===== config.mk =====
export PLATFORM = sky130hd
export DESIGN_NAME = morse_capture_ctrl
export DESIGN_NICKNAME = d
export VERILOG_FILES = /design/src/rtl/morse_capture_ctrl.sv
export SDC_FILE = /design/constraint.sdc
export NUM_CORES = 1
export LEC_CHECK = 0
export CAP_MARGIN = 20
export CORE_MARGIN = 2
export CORE_UTILIZATION = 35
export DETAILED_ROUTE_END_ITERATION = 6
export GPL_TIMING_DRIVEN = 0
export PLACE_DENSITY = 0.58
export SETUP_SLACK_MARGIN = 0.3
export SYNTH_ARGS = -nofsm -noshare
export SYNTH_HDL_FRONTEND = slang
export SYNTH_SLANG_ARGS = --single-unit

===== constraint.sdc =====
create_clock -name clk -period 2.6 [get_ports clk]
set_input_delay 0.52 -clock clk [delete_from_list [all_inputs] [get_ports clk]]
set_output_delay 0.52 -clock clk [all_outputs]
set_load 0.05 [all_outputs]

===== src/rtl/morse_capture_ctrl.sv =====
// Morse receive sequencer: unit-tick prescaler, capture re-arm FSM and output FIFO.
// Define MORSE_CTRL_AUTOSPACE_EN to push a space code after every word gap.
`ifndef CHAR_CODE_SPACE
`define CHAR_CODE_SPACE 5'h1E
`endif

module morse_capture_ctrl #(
  parameter int unsigned       PULSES_PER_UNIT = 4,
  parameter int unsigned       CHAR_W          = 5,
  parameter logic [CHAR_W-1:0] ERR_CODE        = 5'h1F,
  parameter int unsigned       FIFO_DEPTH      = 4
) (
  input  logic              clk,
  input  logic              rst,
  input  logic              en,
  output logic              cap_start,
  output logic              cap_ce,
  input  logic              cap_ceo,
  input  logic              cap_char_end,
  input  logic              cap_word_end,
  input  logic              cap_error,
  input  logic [CHAR_W-1:0] rec_char,
  output logic [CHAR_W-1:0] out_char,
  output logic              out_valid,
  input  logic              out_ready,
  output logic              busy,
  output logic              overflow,
  output logic [7:0]        err_cnt
);

  localparam int unsigned PRESC_W = 16;
  localparam int unsigned PTR_W   = (FIFO_DEPTH > 1) ? $clog2(FIFO_DEPTH) : 1;
  localparam int unsigned CNT_W   = PTR_W + 1;
  localparam logic [PRESC_W-1:0] PRESC_LAST = PRESC_W'(PULSES_PER_UNIT - 1);
  localparam logic [CNT_W-1:0]   FIFO_FULL  = CNT_W'(FIFO_DEPTH);

`ifdef MORSE_CTRL_AUTOSPACE_EN
  localparam logic [CHAR_W-1:0] SPACE_CODE = CHAR_W'(`CHAR_CODE_SPACE);
  typedef enum logic [2:0] {IDLE, ARM, RUN, COMMIT, SPACE, ERR} state_t;
`else
  typedef enum logic [2:0] {IDLE, ARM, RUN, COMMIT, ERR} state_t;
`endif

  state_t              state, next_state;
  logic [PRESC_W-1:0]  presc, presc_next;
  logic [CHAR_W-1:0]   char_q;
  logic                take_ev;
  logic                push;
  logic [CHAR_W-1:0]   push_data;
  logic                pop;
  logic                wr_ok;
  logic [CHAR_W-1:0]   mem [FIFO_DEPTH];
  logic [PTR_W-1:0]    wr_ptr, rd_ptr;
  logic [CNT_W-1:0]    count, count_next;
`ifdef MORSE_CTRL_AUTOSPACE_EN
  logic                word_q;
`endif

  // Next-state and push decode; shutdown has priority over capture events
  always_comb begin
    next_state = state;
    take_ev    = 1'b0;
    push       = 1'b0;
    push_data  = char_q;
    case (state)
      IDLE: if (en) next_state = ARM;
      ARM:  next_state = en ? RUN : IDLE;
      RUN: begin
        if (!en) begin
          next_state = IDLE;
        end else if (cap_ceo && cap_error) begin
          next_state = ERR;
        end else if (cap_ceo && (cap_char_end || cap_word_end)) begin
          next_state = COMMIT;
          take_ev    = 1'b1;
        end
      end
      COMMIT: begin
        push       = 1'b1;
        next_state = en ? ARM : IDLE;
`ifdef MORSE_CTRL_AUTOSPACE_EN
        if (word_q) next_state = SPACE;
`endif
      end
`ifdef MORSE_CTRL_AUTOSPACE_EN
      SPACE: begin
        push       = 1'b1;
        push_data  = SPACE_CODE;
        next_state = en ? ARM : IDLE;
      end
`endif
      ERR: begin
        push       = 1'b1;
        push_data  = ERR_CODE;
        next_state = en ? ARM : IDLE;
      end
      default: next_state = IDLE;
    endcase
  end

  // Prescaler only advances in RUN; anywhere else it sits at zero
  always_comb begin
    presc_next = '0;
    if (state == RUN && presc != PRESC_LAST) presc_next = presc + PRESC_W'(1);
  end

  always_ff @(posedge clk) begin
    if (rst) begin
      state     <= IDLE;
      presc     <= '0;
      char_q    <= '0;
      cap_start <= 1'b0;
      cap_ce    <= 1'b0;
      busy      <= 1'b0;
      err_cnt   <= '0;
    end else begin
      state     <= next_state;
      presc     <= presc_next;
      cap_start <= (next_state == ARM);
      cap_ce    <= (next_state == RUN) && (presc_next == PRESC_LAST);
      busy      <= (next_state != IDLE);
      if (take_ev) char_q <= rec_char;
      if (state == ERR && err_cnt != 8'hFF) err_cnt <= err_cnt + 8'd1;
    end
  end

`ifdef MORSE_CTRL_AUTOSPACE_EN
  always_ff @(posedge clk) begin
    if (rst)          word_q <= 1'b0;
    else if (take_ev) word_q <= cap_word_end;
  end
`endif

  // Output FIFO: a full push is accepted only when a pop frees a slot the same cycle
  assign pop   = out_valid && out_ready;
  assign wr_ok = push && ((count != FIFO_FULL) || pop);

  always_comb begin
    count_next = count + CNT_W'(wr_ok) - CNT_W'(pop);
  end

  always_ff @(posedge clk) begin
    if (rst) begin
      wr_ptr    <= '0;
      rd_ptr    <= '0;
      count     <= '0;
      out_valid <= 1'b0;
      overflow  <= 1'b0;
    end else begin
      if (wr_ok) wr_ptr <= wr_ptr + PTR_W'(1);
      if (pop)   rd_ptr <= rd_ptr + PTR_W'(1);
      count     <= count_next;
      out_valid <= (count_next != '0);
      if (push && !wr_ok) overflow <= 1'b1;
    end
  end

  always_ff @(posedge clk) begin
    if (wr_ok) mem[wr_ptr] <= push_data;
  end

  assign out_char = out_valid ? mem[rd_ptr] : '0;

endmodule


==> reports/results.ini, run 1 <==
[run_status]
status=finished, final reports clean

[cts]
cts_htree_levels=3
cts_buffer_depth=2
numCtsBuffers=9
cts.hold.buffers_added=0
cts_tree=built
clkSlewWorstSetupHoldPaths_ns=0.08
clk_latency_ns=0.35
cts_sinks=66
cts-root-buf=clkbuf_8

[final_layout]
layout.nets=353
final_cell_mix=46 x nor2_1, 45 x dfxtp_1, 25 x clkdlybuf4s50_1
final-seq-area_um2=1520
fin_area_um2=3680
post-route-util_pct=44.4
post_route_cells_drive_above_1_share_pct=16.1
fin_cells=441
multiInputGateArea_um2=1440
final_common_cell=nor2_1
antenna_cells=0
syn2layout_area_growth_pct=21.8
fill_cells=804

[worst_setup_path]
crit_required_ns=2.83
crit_path_end_kind=register
critPathMaxStageDelay_ns=0.45
cp_top_family=adder cells
critPathSlowestCell=fa_2
worstSetupPathType=register to register
path_buf_inv=2
critical_path_arrival_ns=2.44
crit_path_frequent_cell=buf_6
path_cells=buf_6 -> or3b_1 -> buf_6 -> a32oi_4 -> ha_1 -> fa_2 -> nor2_1 -> a21oi_1
cp_max_fo=10
critPathLaunchType=register

[route]
wl_per_cell_um=12.8
drt_first_pass_iters=4
route.final.wire_length_um=5670
viasPerCell=4.77
drc=0
ant_nets=0
drt_iter0_drc=46
vias=2103

[pwr]
p_per_area_nw_per_um2=639
p_comb_share_pct=19.2
power_mw=2.35
p_sw_uw=732
p_leak_nw=1.30
power_frac_clock_pct=32.8
internal_power_mw=1.62
seq_power_share_pct=48.0
max-vdd-ir-drop_uv=236
switching_share_pct=31.1

[timing]
slew_headroom_pct=66.8
finClkSkew_ns=0.0137
rsz0062_at_grt=no
hold_viol=0
holdWs_ns=0.492
layout_setup_ws_ns=0.389
fin_crit_sh_pct=85.1
tightest_slew_ns=0.498
fmax_ghz=0.452
finalMaxSlewViolations=0
setup_viol=0
tns_ns=0
fin_crit_ns=2.21

[die]
ioPinCount=31
die_w_um=96.9
dieArea_um2=9400
row_count=33
start_util_pct=36.4
core_um2=8300
die_h_um=96.9

[synthesis]
syn_nets=309
synth_area_per_cell_um2=10.5
synthXorXnorAreaFrac_pct=6.95
synth-adder-area-share_pct=3.97
synth_top_family_by_area=simple AND/OR/NAND/NOR gates
synth-compound-area-share_pct=6.37
synthSimpleGateAreaFrac_pct=22.4
synth_edf_count=20
synth_top_flop_cell=dfxtp_1
synth_area_um2=3020
async_flop_share_pct=0
syn_inst=287
muxShareOfSynthArea_pct=6.71
synth_cell_type_count=49
seq_area_frac_synth_pct=50.3
synth_warnings=0
synth_seq_cells=66

[placement]
port-buffer-count=30
hpwl_um=4100
place_ws_ns=-0.0493
place_inst=422
place_congestion=0.819
dpl_cell_area_um2=3450

[global_routing]
grt-ovfl-total=0
grt_first_pass_wirelength_um=9690
grt_max_degree=14
antenna_found_initial=0
grtUsageTotal_pct=12.7
grt_pass1_vias=2049

[hold_path]
hp-class=register to register

[flow_run]
cap_viol_max_count=0

==> power by group through the flow <==
stage / sequential (mW) / clock (mW) / combinational, mW
6_report: 1.13 / 0.770 / 0.452
5_1_grt: 1.14 / 0.858 / 0.485
4_1_cts: 1.13 / 0.793 / 0.418
3_5_place_dp: 1.15 / 0 / 0.442
3_3_place_gp: 1.15 / 0 / 0.439
2_1_floorplan: 1.17 / 0 / 0.285
==> routing by layer <==
layer  part of all wire (%)  up-vias  GRT usage (%)  routed length [um]
met5                      0        -              0                   0
met4                    1.1        0           4.98                  64
met3                    3.2        8           3.32                 180
met2                     47       34           20.5                2680
met1                     48      966           16.3                2740
li1                       -     1095              -                   -
==> flip-flops by register name, indices dropped and copies added, names as in the netlist, 2 cells and up, named ones only <==
register and count:
err_cnt 8, wr_ptr 2, rd_ptr 2, count 3, char_q 5, presc 16, state 3, mem 20
==> path summary, 6_finish.rpt <==
path                  from         to  slack [ns]  cells past startpoint
setup reg to reg  state[0]  out_valid        0.39                      8
hold reg to reg   overflow   overflow        0.49                      2
hold / removal    overflow   overflow        0.49                      2
setup / recovery  state[0]  out_valid        0.39                      8
==> final cells by class <==
class                      instances  share of cell area [%]
clock buffer                       9                    3.36
buffer                            10                    1.87
sequential                        66                    41.4
clock inverter                     7                    1.46
inverter                          11                    1.12
timing repair buffer              33                    8.15
tap                              105                    3.57
multi-input combinational        200                    39.1
==> synthesized netlist by cell type (2+ instances only) <==
cell / count / area [um2]
dfxtp_1: 46 / 921
nor2_1: 46 / 173
edfxtp_1: 20 / 601
nand2_1: 14 / 52.6
xnor2_1: 13 / 114
inv_1: 11 / 41.3
xor2_1: 11 / 96.3
and2_1: 10 / 62.6
mux2i_1: 9 / 90.1
ha_1: 8 / 100
nand3_1: 8 / 40.0
a21oi_1: 7 / 35.0
nand4_1: 7 / 43.8
nor3_1: 7 / 35.0
nor4_1: 6 / 37.5
clkbuf_1: 5 / 18.8
mux4_2: 5 / 113
or2b_1: 5 / 37.5
o21ai_0: 4 / 20.0
buf_2: 3 / 15.0
nand2b_1: 3 / 18.8
nor2b_1: 3 / 18.8
or2_2: 3 / 18.8
or3_1: 3 / 18.8
buf_6: 2 / 22.5
nand3_2: 2 / 20.0
nand3b_1: 2 / 15.0
nor3b_1: 2 / 15.0
o31ai_1: 2 / 15.0
==> timing repair <==
action | CTS | global route
pin swaps | 0 | 2
endpoints found under the setup margin | 15 | 18
buffers inserted | 0 | 3
resized for setup | 29 | 12
==> kinds of logic (layout without fill, tap and decap cells) <==
kind of cell | count (synthesis) | in the layout
adder cells (fa/ha/maj) | 9 | 9
XOR/XNOR | 24 | 24
AND/OR/NAND/NOR | 129 | 129
AO/OA/AOI/OAI | 24 | 24
buffers and inverters | 21 | 70
flip-flops | 66 | 66
multiplexers | 14 | 14
==> tightest hold or removal path: cells and delay by family (launching register included) <==
kind / cells / cell delay (ns)
DFF: 1 / 0.34
and+or+nand+nor: 1 / 0.07
AOI/OAI and AO/OA: 1 / 0.05
No activity file was read; power rests on OpenSTA's default activity.
==> run 2, diff against run 1 <==
Settings changed: ABC_AREA from default to 1, PLACE_DENSITY 0.58 to 0.57, SKIP_CTS_REPAIR_TIMING from default to 1, SLEW_MARGIN from default to 20.
==> run 2 against run 1 <==
  * Maximum frequency increased by 2.3%
  * Cell count increased by 26%
  * Core utilization decreased by 1.1 points
  * Die area grew 3.5%
  * Non-clock buffer count shrank 7
  * First-iteration DRC count is 48% higher
  * Hold slack worse by 0.010 ns
  * Synthesized cell count grew 40%
  * Synthesized area up 3.6%
  * Sequential share of layout area decreased by 1.0 points
  * Clock skew fell by 0.0031 ns
  * Worst setup slack improved by 0.051 ns
  * Critical path type is now register to output pin
==> reports/results.ini, run 2 <==
[run_status]
status=finished, final reports clean

[synthesis]
async_flop_share_pct=0  ; unchanged
ys_top_cells_by_area=dfxtp_1 29%, edfxtp_1 19%, nor2_1 11%
syn_nets=425  ; +38%
synthXorXnorAreaFrac_pct=2.24  ; -4.7 points
synth_top_area_share_pct=29.4  ; -1.1 points
synthTopCellsByCount=91 x nor2_1, 66 x nand2_1, 50 x inv_1
synth_area_per_cell_um2=7.77  ; -26%
synth_top_area_cell=dfxtp_1
synth_warnings=0  ; unchanged
syn_inst=403  ; +40%
synth_top_flop_cell=dfxtp_1
synth_edf_count=20  ; unchanged
synth-adder-area-share_pct=3.83  ; -0.14 points
muxShareOfSynthArea_pct=0  ; -6.7 points
synth.most_common_cell=nor2_1
synthSimpleGateAreaFrac_pct=29.9  ; +7.4 points
synth_top_family_by_area=simple AND/OR/NAND/NOR gates
synth-compound-area-share_pct=8.07  ; +1.7 points
synth_cell_type_count=29  ; -41%
seq_area_frac_synth_pct=48.6  ; -1.8 points
synth_area_um2=3130  ; +3.6%
synth_seq_cells=66  ; unchanged

[worst_setup_path]
cp_max_fo=10  ; unchanged
critical_path_arrival_ns=1.64  ; -0.80 ns
critPathLaunchType=register
worstSetupPathType=register to output pin
path_cells=clkbuf_2 -> nor2_1 -> nor2_1 -> o21ai_0 -> a21oi_1 -> clkbuf_2
critPathMaxStageDelay_ns=0.33  ; -0.12 ns
crit_required_ns=2.08  ; -0.75 ns
crit_path_end_kind=output pin
r2r-start=state[1]
critPathSlowestCell=dfxtp_1
ff2ff_path_depth=10  ; +2

[flow_run]
cap_viol_max_count=0  ; unchanged

[final_layout]
fill_cells=912  ; +13%
layout.nets=466  ; +32%
reg.largest.list=mem x20, presc x16, err_cnt x8
syn2layout_area_growth_pct=20.5
post_route_cells_drive_above_1_share_pct=10.2  ; -5.8 points
antenna_cells=0  ; unchanged
fin_area_um2=3770  ; +2.5%
final_cell_mix=89 x nor2_1, 66 x nand2_1, 50 x inv_1
regMostFlops=mem
fin_cells=557  ; +26%
final_common_cell=nor2_1
largest_register_ffs=20  ; unchanged
post-route-util_pct=43.3  ; -1.1 points

[timing]
finalMaxSlewViolations=0  ; unchanged
fmax_ghz=0.463  ; +2.3%
tns_ns=0  ; unchanged
fin_crit_sh_pct=83.1  ; -1.9 points
holdWs_ns=0.482  ; -0.0104 ns
layout_setup_ws_ns=0.439  ; +0.0506 ns
slew_headroom_pct=65.1  ; -1.7 points
tightest_slew_ns=0.522  ; +0.0235 ns
hold_viol=0  ; unchanged
fin_crit_ns=2.16  ; -0.0506 ns
setup_viol=0  ; unchanged
rsz0062_at_grt=yes
finClkSkew_ns=0.0107  ; -0.00305 ns

[die]
dieArea_um2=9720  ; +3.5%
core_um2=8720  ; +5.1%
row_count=34  ; +3.0%
ioPinCount=31  ; unchanged
die_w_um=98.6  ; +1.7%
die_h_um=98.6  ; +1.7%
start_util_pct=35.9  ; -0.50 points

[hold_path]
hp-class=register to register
holdPathStages=2  ; unchanged
min_from=char_q[3]

[global_routing]
grt-ovfl-total=0  ; unchanged
grt_first_pass_wirelength_um=11300  ; +16%
grtUsageTotal_pct=14.6  ; +1.9 points
grt_pass1_vias=2462  ; +20%
antenna_found_initial=0  ; unchanged
grt_max_degree=14  ; unchanged

[route]
vias=2601  ; +24%
viasPerCell=4.67  ; -2.1%
route.final.wire_length_um=6570  ; +16%
ant_nets=0  ; unchanged
drc=0  ; unchanged
drt_first_pass_iters=4  ; unchanged
wl_per_cell_um=11.8  ; -8.2%
drt_iter0_drc=68  ; +48%

[pwr]
p_per_area_nw_per_um2=651  ; +1.9%
power_mw=2.46  ; +4.5%
max-vdd-ir-drop_uv=318  ; +35%
seq_power_share_pct=45.3  ; -2.7 points
internal_power_mw=1.76  ; +8.5%
p_leak_nw=1.48  ; +14%
p_sw_uw=700  ; -4.3%
p_comb_share_pct=14.9  ; -4.3 points
power_frac_clock_pct=39.8  ; +7.0 points
switching_share_pct=28.5  ; -2.6 points

[placement]
place_ws_ns=0.0537  ; +0.103 ns
port-buffer-count=30  ; unchanged
place_congestion=0.817  ; -0.23%
dpl_cell_area_um2=3570  ; +3.3%
place_inst=541  ; +28%
hpwl_um=4790  ; +17%

[cts]
clkSlewWorstSetupHoldPaths_ns=0.08  ; about the same
clk_latency_ns=0.34  ; about the same
cts_buffer_depth=2  ; unchanged
cts_htree_levels=3  ; unchanged
cts_sinks=66  ; unchanged
cts-root-buf=clkbuf_8
cts_tree=built
numCtsBuffers=9  ; unchanged

[run 2: worst max-delay path, delay by kind of cell (launching register included)]
family	cells	cell delay [ns]
buffers and inverters	2	0.54
flip-flops	1	0.33
AND/OR/NAND/NOR	2	0.16
AO/OA/AOI/OAI	2	0.27
[run 2: logic make-up (layout without fill, tap and decap cells)]
kind of cell / Yosys count / after routing
fa+ha+maj: 9 / 9
buf+inv: 60 / 106
simple gates: 213 / 213
flops: 66 / 66
compound gates: 47 / 47
xor+xnor: 8 / 8
[run 2: final timing paths]
| check | end | slack (ns) |
|---|---|---|
| worst max-delay path | out_char[1] | 0.44 |
| worst min-delay path | char_q[3] | 0.48 |
| worst max register to register | out_valid | 0.58 |
| worst min register to register | char_q[3] | 0.48 |
[run 2: power groups by stage]
stage	Clock, mW	Sequential [mW]	Combinational, mW
floorplan	0	1.16	0.234
global placement	0	1.14	0.374
detailed placement	0	1.14	0.379
CTS	1.01	1.11	0.380
global route	1.05	1.12	0.415
finish	0.979	1.11	0.365
[run 2: final cells by class]
class / count / area (um2) / share of cell area [%]
plain buffers: 6 / 31.3 / 0.829
inverters: 54 / 203 / 5.37
clock inverters: 7 / 101 / 2.68
flip-flops and latches: 66 / 1520 / 40.3
repair buffers: 30 / 275 / 7.29
well taps: 108 / 135 / 3.58
clock buffers: 9 / 124 / 3.28
multi-input cells: 277 / 1380 / 36.7
[run 2: metal layers]
layer	up-vias	wire length, um	track usage [%]
met4	0	132	6.95
met1	1163	3240	18.8
li1	1378	-	-
met2	50	2950	23.7
met3	10	247	2.70
met5	-	0	0
